`src/rtl/button_debouncer_pkg.sv`:
```
// Shared types and helpers for the pushbutton debouncer.
//   CNT_W      : width of the debounce and hold counters
//   COUNT_W    : width of the press counter
//   state_t    : press-tracking FSM encoding (IDLE=0, HELD=1, LONG=2)
//   ms_to_cycles : converts a millisecond interval to clock cycles, minimum 1
package button_debouncer_pkg;

    localparam int unsigned CNT_W   = 32;
    localparam int unsigned COUNT_W = 16;

    typedef enum logic [1:0] {
        IDLE = 2'd0,
        HELD = 2'd1,
        LONG = 2'd2
    } state_t;

    // Cycle count for an interval; a zero result is clamped to one cycle.
    function automatic longint unsigned ms_to_cycles(input longint unsigned freq,
                                                     input longint unsigned ms);
        longint unsigned cyc;
        cyc = freq / 64'd1000 * ms;
        return (cyc == 64'd0) ? 64'd1 : cyc;
    endfunction

endpackage

```
`src/rtl/button_debouncer_sync_debounce.sv`:
```
// Two-flop synchroniser followed by a stability filter.
// A level change is accepted once the synchronised input has disagreed with
// the accepted level for DEB_CYC consecutive cycles; any single cycle of
// agreement restarts the count. Reusable for DIP switches and jumpers.
//   CLK          : clock
//   RESETN       : synchronous active-low reset
//   raw          : asynchronous input, 1 = asserted
//   stable       : accepted (debounced) level, registered
//   stable_nxt_c : value stable takes at the next edge (combinational)
module button_debouncer_sync_debounce
    import button_debouncer_pkg::*;
#(
    parameter int unsigned DEB_CYC = 1
) (
    input  logic CLK,
    input  logic RESETN,
    input  logic raw,
    output logic stable,
    output logic stable_nxt_c
);

    logic             sync1;
    logic             sync2;
    logic [CNT_W-1:0] deb_cnt;
    logic             accept_c;

    // Disagreement has lasted DEB_CYC cycles counting this one.
    assign accept_c     = (sync2 != stable) && (deb_cnt == CNT_W'(DEB_CYC - 1));
    assign stable_nxt_c = accept_c ? sync2 : stable;

    // Synchroniser, debounce counter and accepted level.
    always_ff @(posedge CLK) begin
        if (!RESETN) begin
            sync1   <= 1'b0;
            sync2   <= 1'b0;
            stable  <= 1'b0;
            deb_cnt <= '0;
        end else begin
            sync1  <= raw;
            sync2  <= sync1;
            stable <= stable_nxt_c;
            if (sync2 == stable || accept_c) begin
                deb_cnt <= '0;
            end else begin
                deb_cnt <= deb_cnt + CNT_W'(1);
            end
        end
    end

endmodule

```
`src/rtl/button_debouncer.sv`:
```
// Pushbutton conditioner: debounced level, press/release strobes, a single
// long-press strobe per press, and a wrapping 16-bit press counter.
//   CLK         : system clock
//   RESETN      : synchronous active-low reset
//   BUTTON_IN   : raw pin, asynchronous, may bounce
//   PRESSED     : debounced level, 1 = pressed
//   PRESS       : one-cycle strobe on accepted press
//   RELEASE     : one-cycle strobe on accepted release
//   LONG_PRESS  : one-cycle strobe after LONG_PRESS_MS of continuous press
//   PRESS_COUNT : accepted presses since reset, wraps at 16 bits
module button_debouncer
    import button_debouncer_pkg::*;
#(
    parameter int unsigned CLOCK_FREQ    = 100000000,
    parameter int unsigned DEBOUNCE_MS   = 10,
    parameter int unsigned LONG_PRESS_MS = 1000,
    parameter bit          ACTIVE_LOW    = 1'b1
) (
    input  logic               CLK,
    input  logic               RESETN,
    input  logic               BUTTON_IN,
    output logic               PRESSED,
    output logic               PRESS,
    output logic               RELEASE,
    output logic               LONG_PRESS,
    output logic [COUNT_W-1:0] PRESS_COUNT
);

    localparam longint unsigned DEB_CYC_L  = ms_to_cycles(64'(CLOCK_FREQ), 64'(DEBOUNCE_MS));
    localparam longint unsigned LONG_CYC_L = ms_to_cycles(64'(CLOCK_FREQ), 64'(LONG_PRESS_MS));

    // Both intervals must fit the 32-bit counters.
    if (DEB_CYC_L >= 64'h1_0000_0000) begin : g_deb_cyc_range
        $error("button_debouncer: debounce interval does not fit 32-bit counter");
    end
    if (LONG_CYC_L >= 64'h1_0000_0000) begin : g_long_cyc_range
        $error("button_debouncer: long-press interval does not fit 32-bit counter");
    end

    localparam int unsigned DEB_CYC  = 32'(DEB_CYC_L);
    localparam int unsigned LONG_CYC = 32'(LONG_CYC_L);

    logic               raw_c;
    logic               stable;
    logic               stable_nxt_c;
    logic               rise_c;
    logic               fall_c;

    state_t             state_q;
    state_t             state_d;
    logic [CNT_W-1:0]   hold_q;
    logic [CNT_W-1:0]   hold_d;
    logic [COUNT_W-1:0] count_d;
    logic               pressed_d;
    logic               press_d;
    logic               release_d;
    logic               long_d;

    // Normalise polarity so raw_c is 1 while the button is pressed.
    assign raw_c = BUTTON_IN ^ ACTIVE_LOW;

    button_debouncer_sync_debounce #(
        .DEB_CYC (DEB_CYC)
    ) u_sync_debounce (
        .CLK          (CLK),
        .RESETN       (RESETN),
        .raw          (raw_c),
        .stable       (stable),
        .stable_nxt_c (stable_nxt_c)
    );

    // Acting on the accepting edge itself keeps strobes aligned with PRESSED.
    assign rise_c = stable_nxt_c & ~stable;
    assign fall_c = ~stable_nxt_c & stable;

    // Next-state and registered-output logic.
    always_comb begin
        state_d   = state_q;
        hold_d    = hold_q;
        count_d   = PRESS_COUNT;
        press_d   = 1'b0;
        release_d = 1'b0;
        long_d    = 1'b0;

        case (state_q)
            IDLE: begin
                if (rise_c) begin
                    press_d = 1'b1;
                    count_d = PRESS_COUNT + COUNT_W'(1);
                    hold_d  = '0;
                    state_d = HELD;
                end
            end
            HELD: begin
                hold_d = hold_q + CNT_W'(1);
                // Release takes priority over a coincident long-press expiry.
                if (fall_c) begin
                    release_d = 1'b1;
                    state_d   = IDLE;
                end else if (hold_q == CNT_W'(LONG_CYC - 1)) begin
                    long_d  = 1'b1;
                    state_d = LONG;
                end
            end
            LONG: begin
                if (fall_c) begin
                    release_d = 1'b1;
                    state_d   = IDLE;
                end
            end
            default: begin
                state_d = IDLE;
            end
        endcase

        pressed_d = (state_d != IDLE);
    end

    // State and output registers.
    always_ff @(posedge CLK) begin
        if (!RESETN) begin
            state_q     <= IDLE;
            hold_q      <= '0;
            PRESSED     <= 1'b0;
            PRESS       <= 1'b0;
            RELEASE     <= 1'b0;
            LONG_PRESS  <= 1'b0;
            PRESS_COUNT <= '0;
        end else begin
            state_q     <= state_d;
            hold_q      <= hold_d;
            PRESSED     <= pressed_d;
            PRESS       <= press_d;
            RELEASE     <= release_d;
            LONG_PRESS  <= long_d;
            PRESS_COUNT <= count_d;
        end
    end

endmodule

```
`config.mk`:
```
export PLATFORM = sky130hd
export DESIGN_NAME = button_debouncer
export DESIGN_NICKNAME = d
export VERILOG_FILES = /design/src/rtl/button_debouncer_pkg.sv /design/src/rtl/button_debouncer_sync_debounce.sv /design/src/rtl/button_debouncer.sv
export SDC_FILE = /design/constraint.sdc
export NUM_CORES = 1
export LEC_CHECK = 0
export ABC_AREA = 1
export BUFFER_PORTS_ARGS = -buffer_cell sky130_fd_sc_hd__buf_4
export CAP_MARGIN = 10
export CORE_AREA = 5 5 107 109
export CTS_CLUSTER_DIAMETER = 40
export DETAILED_ROUTE_END_ITERATION = 12
export DIE_AREA = 0 0 112 114
export PLACE_DENSITY = 0.66
export SYNTH_ARGS = -nofsm -noshare
export SYNTH_HDL_FRONTEND = slang
export SYNTH_HIERARCHICAL = 1
export SYNTH_SLANG_ARGS = --single-unit
export TNS_END_PERCENT = 20
```
`constraint.sdc`:
```
create_clock -name CLK -period 2.7 [get_ports CLK]
set_input_delay 0.54 -clock CLK [delete_from_list [all_inputs] [get_ports CLK]]
set_output_delay 0.54 -clock CLK [all_outputs]
set_load 0.01 [all_outputs]
```
* After elaboration in Yosys (flattened, before gate mapping)
Index checks and enable logic that the tools add are counted.
** Word-level totals
- Bits in registers :: 89
- Input port bits :: 3
- Output and inout bits :: 20
- Word-level logic and storage cells :: 51
** Operators by class
- $add $sub $neg :: 3
- Eq/ne operators :: 7
- Muxes and demuxes :: 11
- Bitwise operators :: 7
- Reduce and logical (&&, ||, !) cells :: 12
** Operator list (number)
- adder 32 x 1 -> 32 bit, second input constant :: 2
- case mux 32 bit (2 select lines) :: 1
- equality test 32 x 20 -> 1 bit, second input constant :: 1
- equality test 32 x 27 -> 1 bit, second input constant :: 1
- two-way mux 32 bit :: 1
- adder 16 x 1 -> 16 bit, second input constant :: 1
- two-way mux 2 bit :: 4
- AND reduction 2 bit :: 4
- case mux 2 bit (3 select lines) :: 1
- inverter 1 bit :: 5
- two-way mux 1 bit :: 4
- nonzero test 2 bit :: 2
- OR reduction 2 bit :: 2
- OR reduction 3 bit :: 1
- bitwise AND 1 bit :: 2
- equality test 2 x 1 -> 1 bit, second input constant :: 1
- equality test 2 bit, second input constant :: 1
- logical NOT 2 bit :: 1
- != test 2 bit, second input constant :: 1
- equality test 1 bit :: 1
- logical AND 1 bit :: 1
- logical OR 1 bit :: 1
- != test 1 bit :: 1

* Depth between registers and ports, before layout
Gate-level depths: netlist of run 1.
- Depth in word-level cells :: 8
- Gate-level depth with buffers :: 19
- Gate-level depth less buffers :: 19

* Cells and area by module
The synthesis of run 1 kept the hierarchy.
** Modules (own cells, without submodules)
- button_debouncer :: times used 1, cells an instance 441, area an instance 3059.2 sq um, seq. area each 1081.0 sq um
- button_debouncer_sync_debounce :: times used 1, cells an instance 311, area an instance 1968.1 sq um, seq. area each 700.7 sq um

* Worst setup path before layout of run 1
OpenSTA, ideal clock, no wires.
- Path kind :: reg-to-reg
- Start point :: register u_sync_debounce.deb_cnt[0]
- End point :: register hold_q[16]
- Setup time :: 0.115 ns
- Arrival :: 1.977 ns
- Data required time :: 2.585 ns
- Path slack :: 0.608 ns
- Stages on the path, launching flop included :: 17
- Buffers on the path :: 0
- Period minus slack after synthesis :: 2.092 ns
- Cells stage by stage :: dfxtp_1 > ha_1 > nand2_1 > nor2_4 > nand2_1 > nor2_1 > nand2_1 > nand2_1 > nand2_1 > inv_1 > nand3_4 > nand2_4 > nand4_2 > nor2_2 > inv_1 > nor3_2 > nor2_1
** On the way
- Longest elaborated chain between the ends :: 6
** Ends and longest elaborated chain
- start: declaration :: RTL line button_debouncer_sync_debounce.sv:24 : logic [CNT_W-1:0] deb_cnt;
- start signal: assignment :: RTL line button_debouncer_sync_debounce.sv:45 : deb_cnt <= deb_cnt + CNT_W'(1);
- equality test 32 x 20 -> 1 bit :: RTL line button_debouncer_sync_debounce.sv:28 : assign accept_c = (sync2 != stable) && (deb_cnt == CNT_W'(DEB_CYC - 1));
- logical AND 1 bit :: RTL line button_debouncer_sync_debounce.sv:28
- two-way mux 1 bit :: RTL line button_debouncer_sync_debounce.sv:29 : assign stable_nxt_c = accept_c ? sync2 : stable;
- named net stable_nxt_c :: RTL line button_debouncer.sv:45 : logic stable_nxt_c;
- bitwise AND 1 bit :: RTL line button_debouncer.sv:73 : assign rise_c = stable_nxt_c & ~stable;
- != test 2 bit (no line)
- AND reduction 2 bit (no line)
- end signal: assignment :: RTL line button_debouncer.sv:131 : hold_q <= hold_d;
- end: declaration :: RTL line button_debouncer.sv:51 : logic [CNT_W-1:0] hold_q;
The timed path passes the listed nets, and every way through them passes these cells.
A chain may end at the register's enable or synchronous reset.

* Final worst setup path of run 1
Ends and elaborated chain as after synthesis.

==> impl_metrics.yaml, run 1 <==
run_status:
  status: "finished, final reports clean"
floorplanning:
  core-area_sq_mm: 0.0105
  design.die.area_sq_mm: 0.0128
  start_util_pct: 47.8
  rows: 38
  die-width_microns: 112
  die_h_microns: 114
  ios: 23
hold_path:
  min_path_cells: 4
  hold_end: "u_sync_debounce/sync1"
  holdCritPathClass: "primary input to flop"
  hp-start: "BUTTON_IN"
logic_synthesis:
  synth-xor-area-share_pct: 2.79
  synth_mux_area_share_pct: 0
  synthAdderAreaFrac_pct: 1.74
  synth_top_family_by_area: "simple AND/OR/NAND/NOR gates"
  yosys.area_share.simple_pct: 43.8
  syn_nets: 762
  ys.flop_type: "dfxtp_1"
  ys.warnings.count: 6
  yosysTopAreaCell: "dfxtp_1"
  synth.distinct_cells: 38
  synth-compound-area-share_pct: 6.57
  netlist_top_cells_area: "dfxtp_1 35%, nand2_1 13%, nor2_1 9.5%, inv_1 8.4%, nand3_1 6.0%"
  synth-seq-cells: 89
  yosysTopAreaCellShare_pct: 35.4
  ys_seq_area_share_pct: 35.4
  synth_common_cells: "177 x nand2_1, 127 x nor2_1, 112 x inv_1"
  ys_async_sr_fraction_pct: 0
  syn_avg_cell_area_sq_um: 6.69
  yosysMostFrequentCell: "nand2_1"
  syn_area_sq_mm: 0.00503
  syn_inst: 752
  synth-edff-count: 0
timing:
  hold_violations: 0
  rsz0062_at_grt: "true"
  fmax_mhz: 412
  setup_tns_ps: 0
  fin_crit_ps: 2430
  relSlewSlack_pct: 62.0
  skew_ps: 7.82
  whs_ps: 410
  report.final.slew_viol_count: 0
  worst_pin_slew_ps: 570
  setup_viol: 0
  finalCritPeriodShare_pct: 89.9
cells_and_area:
  drive_above_1_share_pct: 13.2
  layoutNonFillerInstCount: 926
  multi_input_area_sq_mm: 0.00277
  n_fill_cell: 1050
  regArea_sq_mm: 0.00178
  layout.nets: 792
  diodes: 0
  area_growth_pct: 11.2
route:
  num_vias: 4534
  ant_nets: 0
  viasPerCell: 4.90
  drtPass1Iterations: 5
  first_iter_violations: 287
  drc: 0
  routed_wl_mm: 10.8
  avgRoutedWirePerCell_microns: 11.7
power_and_ir_drop:
  seq_power_share_pct: 54.8
  p_int_mw: 1.90
  power.switching_uw: 510
  p_leak_nw: 2.26
  swShare_pct: 21.2
  comb_power_share_pct: 1.9
  peakVddDrop_uv: 401
  p_clk_share_pct: 43.4
  power-per-cell-area_mw_per_mm2: 431
critical_path:
  cp_cell_sequence: "ha_1 -> nand2_1 -> nor2_4 -> nand2_1 -> nor2_1 -> nand2_1 -> nand2_1 -> nand2_1 -> inv_1 -> nand3_4 -> nand2_8 -> nand4_2 -> nor2_4 -> inv_1 -> nor3_2 -> nor2_1"
  worst-r2r-setup-slack_ps: 270
  cp.arrival_ps: 2690
  critical_path_class: "flop to flop"
  cp.required_ps: 2960
  critPathMaxStageDelay_ps: 370
  startpoint_type: "flop"
  critPathSlowestCell: "dfxtp_1"
  cp_max_fo: 15
  worst-r2r-cell-count: 16
  cp-end-kind: "flop"
  crit_top_cell: "nand2_1"
  reg2reg_from: "u_sync_debounce/deb_cnt[0]"
  r2r-end: "hold_q[16]"
global_routing:
  grt-ovfl-total: 0
  antenna_found_initial: 0
  groute.usage.overall_pct: 17.8
  grt_pass1_vias: 4375
  grt_pass1_wl_mm: 19.0
  grt_start_max_net_pins: 23
clocking:
  cts_root_buf: "clkbuf_8"
  path_clk_slew_ps: 80
  cts_sinks: 89
  cts_tree: "yes"
  clock_latency_ps: 370
  clockBufferDepth: 2
  cts-htree-levels: 3
  postCtsHoldBufs: 0
  cts_buffers: 9
placement:
  place.gp.congestion: 0.872
  dp.cells: 909
  portBuffers: 22
  hpwlAfterDp_mm: 8.24
flow_run:
  drv_cap: 0
-- worst max-delay path, delay by kind of cell (launching register included) --
| kind | cells | cell delay, ps |
|---|---|---|
| fa+ha+maj | 1 | 200 |
| buf+inv | 2 | 190 |
| flops | 1 | 370 |
| simple gates | 13 | 1550 |
-- power groups by stage --
stage          registers, mW  clock network [mW]  logic, mW
6_report                1.32                1.04     0.0451
5_1_grt                 1.32                1.14     0.0511
4_1_cts                 1.32                1.08     0.0458
2_1_floorplan           1.35                   0     0.0292
3_3_place_gp            1.35                   0     0.0452
3_5_place_dp            1.35                   0     0.0459
-- timing repair --
item	4_1_cts	5_1_grt
setup endpoints to repair	0	12
buffers inserted	0	2
gates resized for setup	0	3
-- layer usage --
| metal | global-route usage, % | vias to the layer above | share of wire, % |
|---|---|---|---|
| met1 | 21.3 | 2047 | 47 |
| met5 | 0 | - | 0 |
| li1 | - | 2410 | - |
| met2 | 31.5 | 65 | 49 |
| met3 | 3.45 | 12 | 3.0 |
| met4 | 7.37 | 0 | 1.7 |
-- per-stage QoR --
step | utilization, % | power, mW | setup slack (ps) | instance area, sq um
6_report | 53.2 | 2.41 | 274 | 5590
3_5_place_dp | 50.7 | 1.40 | 190 | 5330
4_1_cts | 52.9 | 2.44 | 181 | 5560
3_3_place_gp | 50.7 | 1.40 | 316 | 5330
2_1_floorplan | - | 1.38 | 608 | 5030
5_1_grt | 53.2 | 2.51 | -3.79 | 5590
-- how the worst max path moves through the flow --
stage,start,end,slack [ps]
after floorplan,u_sync_debounce/deb_cnt[0],hold_q[16],610
after global placement,u_sync_debounce/deb_cnt[0],hold_q[16],320
after detailed placement,u_sync_debounce/deb_cnt[0],hold_q[16],190
after CTS,u_sync_debounce/deb_cnt[0],hold_q[16],180
after global routing,u_sync_debounce/deb_cnt[0],hold_q[20],-4
final,u_sync_debounce/deb_cnt[0],hold_q[16],270
-- cells by family (layout without fill, tap and decap cells) --
kind of cell,Yosys count,count (layout)
xor+xnor,16,16
fa+ha+maj,7,7
compound gates,63,63
simple gates,455,455
buf+inv,122,156
flops,89,89
-- registers in the layout, summed over array words and instances, names as in the netlist, 2 cells and up --
name	cells
u_sync_debounce/deb_cnt	32
PRESS_COUNT	16
state_q	2
hold_q	32
-- cell type report --
type / instances / area share (%)
clock buffers: 11 / 2.71
well taps: 140 / 3.13
clock inverters: 4 / 1.37
inverters: 115 / 7.79
multi-input cells: 541 / 49.6
flip-flops and latches: 89 / 31.9
repair buffers: 26 / 3.49
-- cells in the final DEF (no fill, tap or decap), types with 2 or more instances in the layout --
cell       Yosys  layout
nor3_2         3       3
xnor2_1        5       5
o21ai_1        3       3
nand2_1      177     177
bufinv_16      0       2
nand2_2        9       9
nand4_1       10      10
nor2_2        13      13
nand3_2        3       3
xor2_1        11      11
a21oi_1       41      41
inv_1        112     112
nor2_1       127     126
ha_1           7       7
nor2_4        16      17
nor3_1        19      19
nand3_4        2       2
nor2_8         2       2
dfxtp_1       89      89
o21ai_0       15      15
nand2_4        6       5
clkbuf_8       0      11
nand4_2        2       2
nand3_1       60      60
buf_4          0      26
(Power assumes the default switching activity.)
==> run 2, diff against run 1 <==
- PLACE_DENSITY: 0.66 -> 0.74
==> run 2 against run 1 <==
Combinational power is essentially flat. Cell area shrank 0.36%. Register-to-register slack is essentially flat. First-iteration DRC count grew 1.0%. Via count shrank 2.0%. Sequential power is essentially flat. Total power grew 1.5%. Critical path depth is the same. Wire length shrank 4.3%. Setup slack gained 15 ps. Largest power group unchanged.
==> impl_metrics.yaml, run 2 (synthesized netlist as in run 1, its figures left out) <==
power_and_ir_drop:
  peakVddDrop_uv: 351
  p_int_mw: 1.93
  comb_power_share_pct: 1.8
  power-per-cell-area_mw_per_mm2: 439
  p_leak_nw: 2.26
  seq_power_share_pct: 54.0
  p_clk_share_pct: 44.2
  swShare_pct: 21.1
  power.switching_uw: 516
global_routing:
  groute.usage.overall_pct: 17.1
  met2_usage_pct: 29.6
  met3_usage_pct: 4.19
  use_met1_pct: 21.6
  grt_pass1_wl_mm: 18.2
  grt_pass1_vias: 4067
  grt_busiest_layer: "met2"
  grt_start_max_net_pins: 23
  antenna_found_initial: 0
  grt-ovfl-total: 0
placement:
  place.gp.congestion: 0.888
  dp_worst_setup_slack_ps: 304
  hpwlAfterDp_mm: 7.84
  portBuffers: 22
route:
  avgRoutedWirePerCell_microns: 11.2
  num_vias: 4443
  first_iter_violations: 290
  viasPerCell: 4.80
  drc: 0
  drtPass1Iterations: 4
  ant_nets: 0
  routed_wl_mm: 10.4
timing:
  fin_crit_ps: 2410
  fmax_mhz: 415
  setup_tns_ps: 0
  hold_violations: 0
  setup_slack_ps: 288
  relSlewSlack_pct: 59.3
  worst_pin_slew_ps: 610
  setup_viol: 0
  finalCritPeriodShare_pct: 89.3
  skew_ps: 13.9
  rsz0062_at_grt: "false"
  report.final.slew_viol_count: 0
critical_path:
  startpoint_type: "flop"
  reg2reg_from: "u_sync_debounce/deb_cnt[0]"
  r2r-end: "hold_q[16]"
  cp.required_ps: 2960
  critical_path_class: "flop to flop"
  worst-r2r-setup-slack_ps: 290
  cp-end-kind: "flop"
  critPathCapture: "hold_q[16]"
  worst-r2r-cell-count: 16
  crit_start: "u_sync_debounce/deb_cnt[0]"
  cp_max_fo: 15
  cp.arrival_ps: 2670
clocking:
  clockBufferDepth: 2
  cts-resized-gates: 0
  cts_setup_buffers: 0
  cts_sinks: 89
  cts_tree: "yes"
  clock_latency_ps: 370
  path_clk_slew_ps: 90
  cts_buffers: 9
  cts_root_buf: "clkbuf_8"
  cts-htree-levels: 3
  postCtsHoldBufs: 0
cells_and_area:
  diodes: 0
  largest_registers: "hold_q x32, u_sync_debounce/deb_cnt x32, PRESS_COUNT x16"
  layout_common_cells: "177 x nand2_1, 127 x nor2_1, 112 x inv_1, 89 x dfxtp_1, 60 x nand3_1"
  final_common_cell: "nand2_1"
  drive_above_1_share_pct: 13.0
  layout.nets: 790
  final_core_util_pct: 53.0
  area_growth_pct: 10.8
floorplanning:
  core-area_sq_mm: 0.0105
  design.die.area_sq_mm: 0.0128
  start_util_pct: 47.8
  ios: 23
  rows: 38
  die-width_microns: 112
  die_h_microns: 114
hold_path:
  holdCritPathClass: "primary input to flop"
run_status:
  status: "finished, final reports clean"
flow_run:
  drv_cap: 0
==> run 2: cell count changes in the layout (fill, tap and decap cells not counted) <==
cell,before,now
clkinv_2,1,2
nand2_4,5,6
nand2_8,1,0
clkinvlp_4,1,0
nor2_4,17,16
clkbuf_8,11,12
buf_4,26,24
nor2_1,126,127
==> run 2: layout make-up <==
cell class | instances | area [sq um]
Timing Repair Buffer | 24 | 180
Tap cell | 140 | 175
Inverter | 115 | 435
Sequential cell | 89 | 1780
Multi-Input combinational cell | 541 | 2760
Clock buffer | 12 | 165
Fill cell | 1060 | 4940
Clock inverter | 4 | 73.8
==> run 2: routing by layer <==
metal | vias up | share of wire (%)
met3 | 6 | 3.1
met4 | 0 | 0.69
met5 | - | 0
met1 | 1982 | 48
li1 | 2402 | -
met2 | 53 | 48
==> run 2: through the flow <==
stage / hold WS [ps] / cells / area [sq um] / total power, mW
2_1_floorplan: 390 / 752 / 5030 / 1.38
4_1_cts: 385 / 925 / 5570 / 2.47
3_5_place_dp: 416 / 909 / 5330 / 1.40
6_report: 396 / 925 / 5570 / 2.45
5_1_grt: 385 / 925 / 5570 / 2.53
3_3_place_gp: 410 / 909 / 5330 / 1.40
==> run 2: worst min-delay path by stage <==
stage	startpoint	end	slack (ps)	cells past startpoint
2_1_floorplan	u_sync_debounce/sync1	u_sync_debounce/sync2	390	2
3_3_place_gp	u_sync_debounce/sync1	u_sync_debounce/sync2	410	2
3_5_place_dp	u_sync_debounce/sync1	u_sync_debounce/sync2	420	2
4_1_cts	BUTTON_IN	u_sync_debounce/sync1	380	4
5_1_grt	BUTTON_IN	u_sync_debounce/sync1	390	4
6_report	BUTTON_IN	u_sync_debounce/sync1	400	4
==> run 2: critical path, stage by stage, from the launching register on <==
cell	delay [ps]
dfxtp_1	360
ha_1	190
nand2_1	90
nor2_4	150
nand2_1	70
nor2_1	130
nand2_1	80
nand2_1	60
nand2_1	60
inv_1	120
nand3_4	170
nand2_4	220
nand4_2	190
nor2_2	190
inv_1	70
nor3_2	100
nor2_1	50
==> run 2: power by group through the flow <==
stage	combinational (mW)	clock (mW)	sequential, mW
after global placement	0.0451	0	1.35
after global routing	0.0504	1.16	1.32
after CTS	0.0457	1.11	1.32
final	0.0451	1.08	1.32
after detailed placement	0.0456	0	1.35
after floorplan	0.0292	0	1.35
